===== src/rtl/count_logger.sv =====
// Up/down counter with a history ring of pre-step count values, readable oldest-first.
// Capture runs continuously (overwrite oldest) or one-shot (freeze when full) until re-armed.
module count_logger #(
    parameter int WIDTH    = 8,
    parameter int DEPTH    = 16,
    parameter bit ONE_SHOT = 1'b0
) (
    input  logic                     clk,
    input  logic                     rst,
    input  logic                     en,
    input  logic                     dir,
    input  logic                     load,
    input  logic [WIDTH-1:0]         load_val,
    input  logic                     arm,
    input  logic [$clog2(DEPTH)-1:0] rd_addr,
    output logic [WIDTH-1:0]         count,
    output logic                     wrap,
    output logic [$clog2(DEPTH):0]   level,
    output logic                     full,
    output logic                     overflow,
    output logic [WIDTH-1:0]         rd_data
);
    localparam int AW = $clog2(DEPTH);
    localparam logic [AW:0]      LVL_MAX = (AW+1)'(DEPTH);
    localparam logic [WIDTH-1:0] CNT_MAX = {WIDTH{1'b1}};

    logic [WIDTH-1:0] mem [DEPTH];

    logic [WIDTH-1:0] count_q, count_d;
    logic             wrap_q, wrap_d;
    logic [AW-1:0]    wptr_q, wptr_d;
    logic [AW:0]      level_q, level_d;
    logic             full_q, full_d;
    logic             ovf_q, ovf_d;
    logic [WIDTH-1:0] rd_data_q, rd_data_d;
    logic [AW-1:0]    rd_idx;
    logic             capture;
    logic             we;

    // Capture is only ever suspended by a full one-shot buffer; arm/reset clear level and resume it.
    assign capture = !(ONE_SHOT && full_q);
    assign we      = en && !load && capture && !arm;

    always_comb begin
        count_d = count_q;
        wrap_d  = 1'b0;
        if (load) begin
            count_d = load_val;
        end else if (en) begin
            if (dir) begin
                count_d = count_q - WIDTH'(1);
                wrap_d  = (count_q == '0);
            end else begin
                count_d = count_q + WIDTH'(1);
                wrap_d  = (count_q == CNT_MAX);
            end
        end
    end

    always_comb begin
        wptr_d  = wptr_q;
        level_d = level_q;
        ovf_d   = ovf_q;
        if (arm) begin
            wptr_d  = '0;
            level_d = '0;
            ovf_d   = 1'b0;
        end else if (we) begin
            wptr_d = wptr_q + AW'(1);
            if (level_q == LVL_MAX) begin
                ovf_d = 1'b1;
            end else begin
                level_d = level_q + (AW+1)'(1);
            end
        end
        full_d = (level_d == LVL_MAX);
    end

    // Oldest entry sits level slots behind the write pointer; the low AW bits suffice since
    // a full buffer (level == DEPTH) aliases to an offset of zero.
    always_comb begin
        rd_idx    = wptr_q - level_q[AW-1:0] + rd_addr;
        rd_data_d = '0;
        if ({1'b0, rd_addr} < level_q) begin
            rd_data_d = mem[rd_idx];
        end
    end

    always_ff @(posedge clk or posedge rst) begin
        if (rst) begin
            count_q   <= '0;
            wrap_q    <= 1'b0;
            wptr_q    <= '0;
            level_q   <= '0;
            full_q    <= 1'b0;
            ovf_q     <= 1'b0;
            rd_data_q <= '0;
        end else begin
            count_q   <= count_d;
            wrap_q    <= wrap_d;
            wptr_q    <= wptr_d;
            level_q   <= level_d;
            full_q    <= full_d;
            ovf_q     <= ovf_d;
            rd_data_q <= rd_data_d;
        end
    end

    always_ff @(posedge clk) begin
        if (we) begin
            mem[wptr_q] <= count_q;
        end
    end

    assign count    = count_q;
    assign wrap     = wrap_q;
    assign level    = level_q;
    assign full     = full_q;
    assign overflow = ovf_q;
    assign rd_data  = rd_data_q;
endmodule

===== config.mk =====
export PLATFORM = sky130hd
export DESIGN_NAME = count_logger
export DESIGN_NICKNAME = d
export VERILOG_FILES = /design/src/rtl/count_logger.sv
export SDC_FILE = /design/constraint.sdc
export NUM_CORES = 1
export LEC_CHECK = 0
export ABC_CLOCK_PERIOD_IN_PS = 2810
export CORE_MARGIN = 5
export CORE_UTILIZATION = 57
export CTS_BUF_LIST = sky130_fd_sc_hd__clkbuf_8 sky130_fd_sc_hd__clkbuf_16
export CTS_CLUSTER_SIZE = 24
export DETAILED_ROUTE_END_ITERATION = 12
export DONT_BUFFER_PORTS = 1
export MAX_ROUTING_LAYER = met4
export PLACE_DENSITY = 0.72
export SLEW_MARGIN = 40
export SYNTH_ARGS = -nofsm -noshare
export SYNTH_HDL_FRONTEND = slang
export SYNTH_SLANG_ARGS = --single-unit

===== constraint.sdc =====
create_clock -name clk -period 2.81 [get_ports clk]
set_input_delay 0.562 -clock clk [delete_from_list [all_inputs] [get_ports clk]]
set_output_delay 0.562 -clock clk [all_outputs]
set_load 0.05 [all_outputs]

# --- Yosys cells after proc, flatten, opt, wreduce, memory -nomap -nowiden ---
# Memory sizes are Yosys's and may differ from the RTL's.
# Index checks and enable logic that the tools add are counted.
op_classes:
  addsub: 6
  magnitude_cmp: 1
  eq_ne: 3
  muxes: 17
  reduce_logical: 9
ops:
  columns: ["op", "count"]
  rows:
  - ["8-bit 2-to-1 mux", 4]
  - ["5-bit 2-to-1 mux", 3]
  - ["5-bit == test, second input constant", 2]
  - ["8-bit by 1-bit adder with 8-bit output, second input constant", 1]
  - ["8-bit == test, second input constant", 1]
  - ["8-bit logical NOT", 1]
  - ["1-bit 2-to-1 mux", 8]
  - ["4-bit 2-to-1 mux", 2]
  - ["8-bit by 1-bit subtractor with 8-bit output, second input constant", 1]
  - ["2-bit nonzero test", 3]
  - ["5-bit by 1-bit adder with 5-bit output, second input constant", 1]
  - ["4-bit by 5-bit < comparator with 1-bit output", 1]
  - ["4-bit by 1-bit adder with 4-bit output, second input constant", 1]
  - ["4-bit adder", 1]
  - ["4-bit subtractor", 1]
  - ["1-bit logical AND", 2]
  - ["1-bit logical NOT", 2]
  - ["2-bit AND reduction", 1]
word_totals:
  register_bits: 28
  ram_bits: 128
  out_inout_bits: 24
  mem_count: 1
mem_list:
  columns: ["memory", "words", "word_bits", "rd", "rd_ports_with_merged_regs", "wr", "line", "text"]
  rows:
  - ["mem", 16, 8, 1, 0, 1, "27", "logic [WIDTH-1:0] mem [DEPTH];"]

# --- Longest topological paths before layout ---
logic_depth:
  word_depth: 6
  mapped_depth: 10
  ltp_nobuf: 9

# --- Worst setup path after synthesis ---
# No wires, ideal clock.
synth_timing:
  path_kind: "register to register"
  startpoint: "register level_q[1] (netlist: level[1])"
  endpoint: "register rd_data_q[3] (netlist: rd_data[3])"
  t_arrival_ps: 2822
  t_required_ps: 2672
  setup_slack_ps: -150
  stages_incl_launch_ff: 8
  path_buffers: 1
  synth_period_minus_slack_ps: 2960
  path_cell_list: "dfrtp_1 fa_1 inv_1 fa_1 buf_1 mux4_2 a211oi_1 a221oi_1"
synth_between:
  elab_chain_len: 4
synth_rtl:
  columns: ["item", "line", "text"]
  rows:
  - ["start: declaration", "32", "logic [AW:0] level_q, level_d;"]
  - ["start signal: assignment", "102", "level_q <= level_d;"]
  - ["4-bit subtractor", "82", "rd_idx = wptr_q - level_q[AW-1:0] + rd_addr;"]
  - ["4-bit adder", "82", null]
  - ["memory 16 x 8 bit", null, null]
  - ["8-bit 2-to-1 mux *", "84", "if ({1'b0, rd_addr} < level_q) begin"]
  - ["via rd_data_d[3]", "35", "logic [WIDTH-1:0] rd_data_q, rd_data_d;"]
  - ["end signal: assignment", "105", "rd_data_q <= rd_data_d;"]
  - ["end: declaration", "35", null]
# The timed path passes the listed nets; every way through them passes the cells marked *.
# A chain may end at the register's enable or synchronous reset.

# --- Final worst setup path ---
layout_timing:
  startpoint: "register level_q[1] (netlist: level[1])"
  endpoint: "register rd_data_q[1] (netlist: rd_data[1])"
# Same word-level chain as after synthesis.

==> key figures <==
Run status
  • Status: finished clean

Clocking
  • Clock Latency Late Sink: 0.43 ns
  • CTS root buf: clkbuf_16
  • Sink Count: 156
  • CTS tree: done
  • H-Tree Depth: 4
  • Clock Tree Buf Depth: 2
  • CTS Hold Bufs: 0
  • Reg clk slew, reported paths: 0.06 ns
  • Total CTS buffers: 17

Yosys
  • Sequential share of the synthesized area: 66.8%
  • Post-Syn Area: 0.00680 mm^2
  • Yosys cell types: 45
  • Synthesized net count: 453
  • Post-synth EDFFs: 128
  • Most frequent cell after synthesis: edfxtp_1
  • FFs w/ async S/R, synth: 17.9%
  • Syn. warnings: 0
  • Yosys reg bits: 156
  • Avg Cell Area, Syn: 16.5 um^2
  • Most frequent cells after synthesis: edfxtp_1, mux4_2, nor2_1
  • Yosys top cell area share: 56.5%
  • Largest cells by area after synthesis: edfxtp_1, mux4_2, dfrtp_1
  • Largest area contributor in the netlist: edfxtp_1
  • Synthesized instance count: 412
  • Post-synth top flop: edfxtp_1

Finish
  • Area growth from synthesis to layout: 15.8%
  • Finished Layout Cells: 608
  • Share of cells above drive strength 1: 25.4%
  • Ant. Diodes: 0
  • Finished Cell Area: 0.00788 mm^2
  • Filler instances: 748
  • Final #Nets: 493

Floorplanning
  • Num rows: 39
  • Die Wd: 119 um
  • Die height: 119 um
  • Die area: 0.0142 mm^2
  • Area of the core: 0.0116 mm^2
  • Initial Util: 58.8%
  • Top-level I/O count: 42

Power
  • Tot Pwr: 6.28 mW
  • Leakage: 2.81 nW
  • Pwr Density: 798 mW/mm^2
  • VDD IR max: 0.452 mV

Drt
  • Via density: 6.17
  • Initial drt markers: 361
  • ANT nets after route: 0
  • DR WL/cell: 23.1 um
  • Via count: 3754
  • Router iterations before antenna repair: 4
  • Detailed Route WL: 14.0 mm
  • Drt drc: 0

Critical path
  • Max incr delay on CP: 0.60 ns
  • Worst path bufs/invs: 3
  • CP startpoint kind: register
  • Critical path class: reg2reg
  • Worst setup EP type: register
  • Slowest-stage cell, CP: fa_2
  • Crit path max fanout: 12
  • Critical path depth: 8
  • CP startpoint: level[1]
  • Arr. time, crit path: 3.00 ns
  • Worst reg2reg path startpoint: level[1]
  • Reg2Reg Depth: 8
  • CP Cell Sequence: fa_1 -> inv_1 -> fa_2 -> buf_12 -> buf_12 -> mux4_2 -> a211oi_1 -> a221oi_1
  • Crit path max-delay family: adder cells
  • Cell mode on critical path: buf_12
  • Worst path required time: 3.08 ns

STA
  • Final number of max-transition violations: 0
  • Setup WS post-layout: 0.0728 ns
  • Max-slew headroom: 46.2%
  • Fin crit share: 97.4%
  • Fin. Hold Viols: 0
  • Final setup violation count: 0
  • Max Fclk: 365 MHz
  • Layout Skew: 0.0133 ns
  • RSZ-0062 raised after global routing: yes
  • Tmin final: 2.74 ns
  • Worst Max-Slew Pin Slew: 0.803 ns

Hold path
  • Worst min path class: in2async

Placed design
  • Post-Place Setup Slack: -0.311 ns
  • Hpwl dp: 9.18 mm
  • Cells after DPL: 575
  • DP Area: 0.00720 mm^2
  • Global placement routability congestion: 0.901
  • PortBufs: 0

Global routing
  • First-pass GRT wire length: 22.2 mm
  • Total global routing overflow: 0
  • Largest net degree at the start of global routing: 26
  • Vias in the first global route: 3838
  • GRT Total Usage: 21.9%
  • Antenna violations before repair: 0

Job
  • Max-cap violations: 0
-- cells by family (layout without fill, tap and decap cells) --
| family | count (synthesis) | after routing | share of synthesized area, % |
|---|---|---|---|
| AO/OA/AOI/OAI | 53 | 53 | 5.34 |
| XOR/XNOR | 12 | 12 | 1.77 |
| adder cells (fa/ha/maj) | 23 | 23 | 4.67 |
| buffers and inverters | 37 | 90 | 2.78 |
| flip-flops | 156 | 156 | 66.8 |
| multiplexers | 43 | 43 | 12.2 |
| AND/OR/NAND/NOR | 88 | 88 | 6.37 |
-- registers in the layout (all words and copies together) (netlist names) --
register / flops
mem: 128
count: 8
rd_data: 8
level: 5
wptr_q: 4
full: 1
overflow: 1
wrap: 1
-- layout by cell type, fill, tap and decap left out, types with 4 or more instances in the layout --
master and instances:
edfxtp_1 128, mux4_2 32, buf_4 31, nor2_1 28
dfrtp_1 27, inv_1 21, nand2_1 20, ha_1 18
clkbuf_16 18, a21oi_1 12, nor2b_1 12, mux2i_1 8
o21ai_0 8, a221oi_1 8, xnor2_1 7, a211oi_2 6
inv_6 6, nand3_1 5, a21o_1 5, nor4_1 5
a211oi_1 4, nor3b_1 4, buf_12 4
-- worst paths after layout --
path / end / slack (ns)
min in group clk: wptr_q[1] / 0.19
setup reg to reg: rd_data[1] / 0.07
setup / recovery: rd_data[1] / 0.07
hold / removal: wptr_q[0] / 0.05
max in group asynchronous: count[0] / 2.20
hold reg to reg: level[3] / 0.66
-- layout make-up --
cell class | instances | area [um^2] | area share [%]
sequential | 156 | 4550 | 57.7
clock inverter | 14 | 158 | 2.00
inverter | 22 | 82.6 | 1.05
timing repair buffer | 36 | 338 | 4.29
clock buffer | 18 | 439 | 5.58
tap | 143 | 179 | 2.27
multi-input combinational | 219 | 2130 | 27.1
-- through the flow --
step           hold slack (ns)  util (%)  TNS [ns]
3_3_place_gp             0.629      62.2     -1.82
2_1_floorplan            0.556         -         0
5_1_grt                 0.0652      68.1  -0.00343
3_5_place_dp             0.491      62.3     -1.75
4_1_cts                 0.0504      67.6         0
6_report                0.0486      68.1         0
-- repair_timing --
item | CTS | global route
setup endpoints to repair | 4 | 8
gates resized for setup | 4 | 6
setup buffers | 0 | 0
gates cloned | 0 | 1
endpoints found under the hold margin | 0 | 0
pin swaps | 1 | 4
-- report_power, final --
group	internal [mW]	switching, mW	total, mW
sequential	2.63	0.150	2.78
combinational	0.546	0.683	1.23
clock	1.35	0.928	2.28
total	4.52	1.76	6.28
-- layer usage --
layer  GRT usage (%)  wire, um
met1            28.6      5910
met2            33.2      6890
met3            5.50       916
met4            8.98       313
met5               -         0
Note: power is estimated with default switching activity, not from simulation.
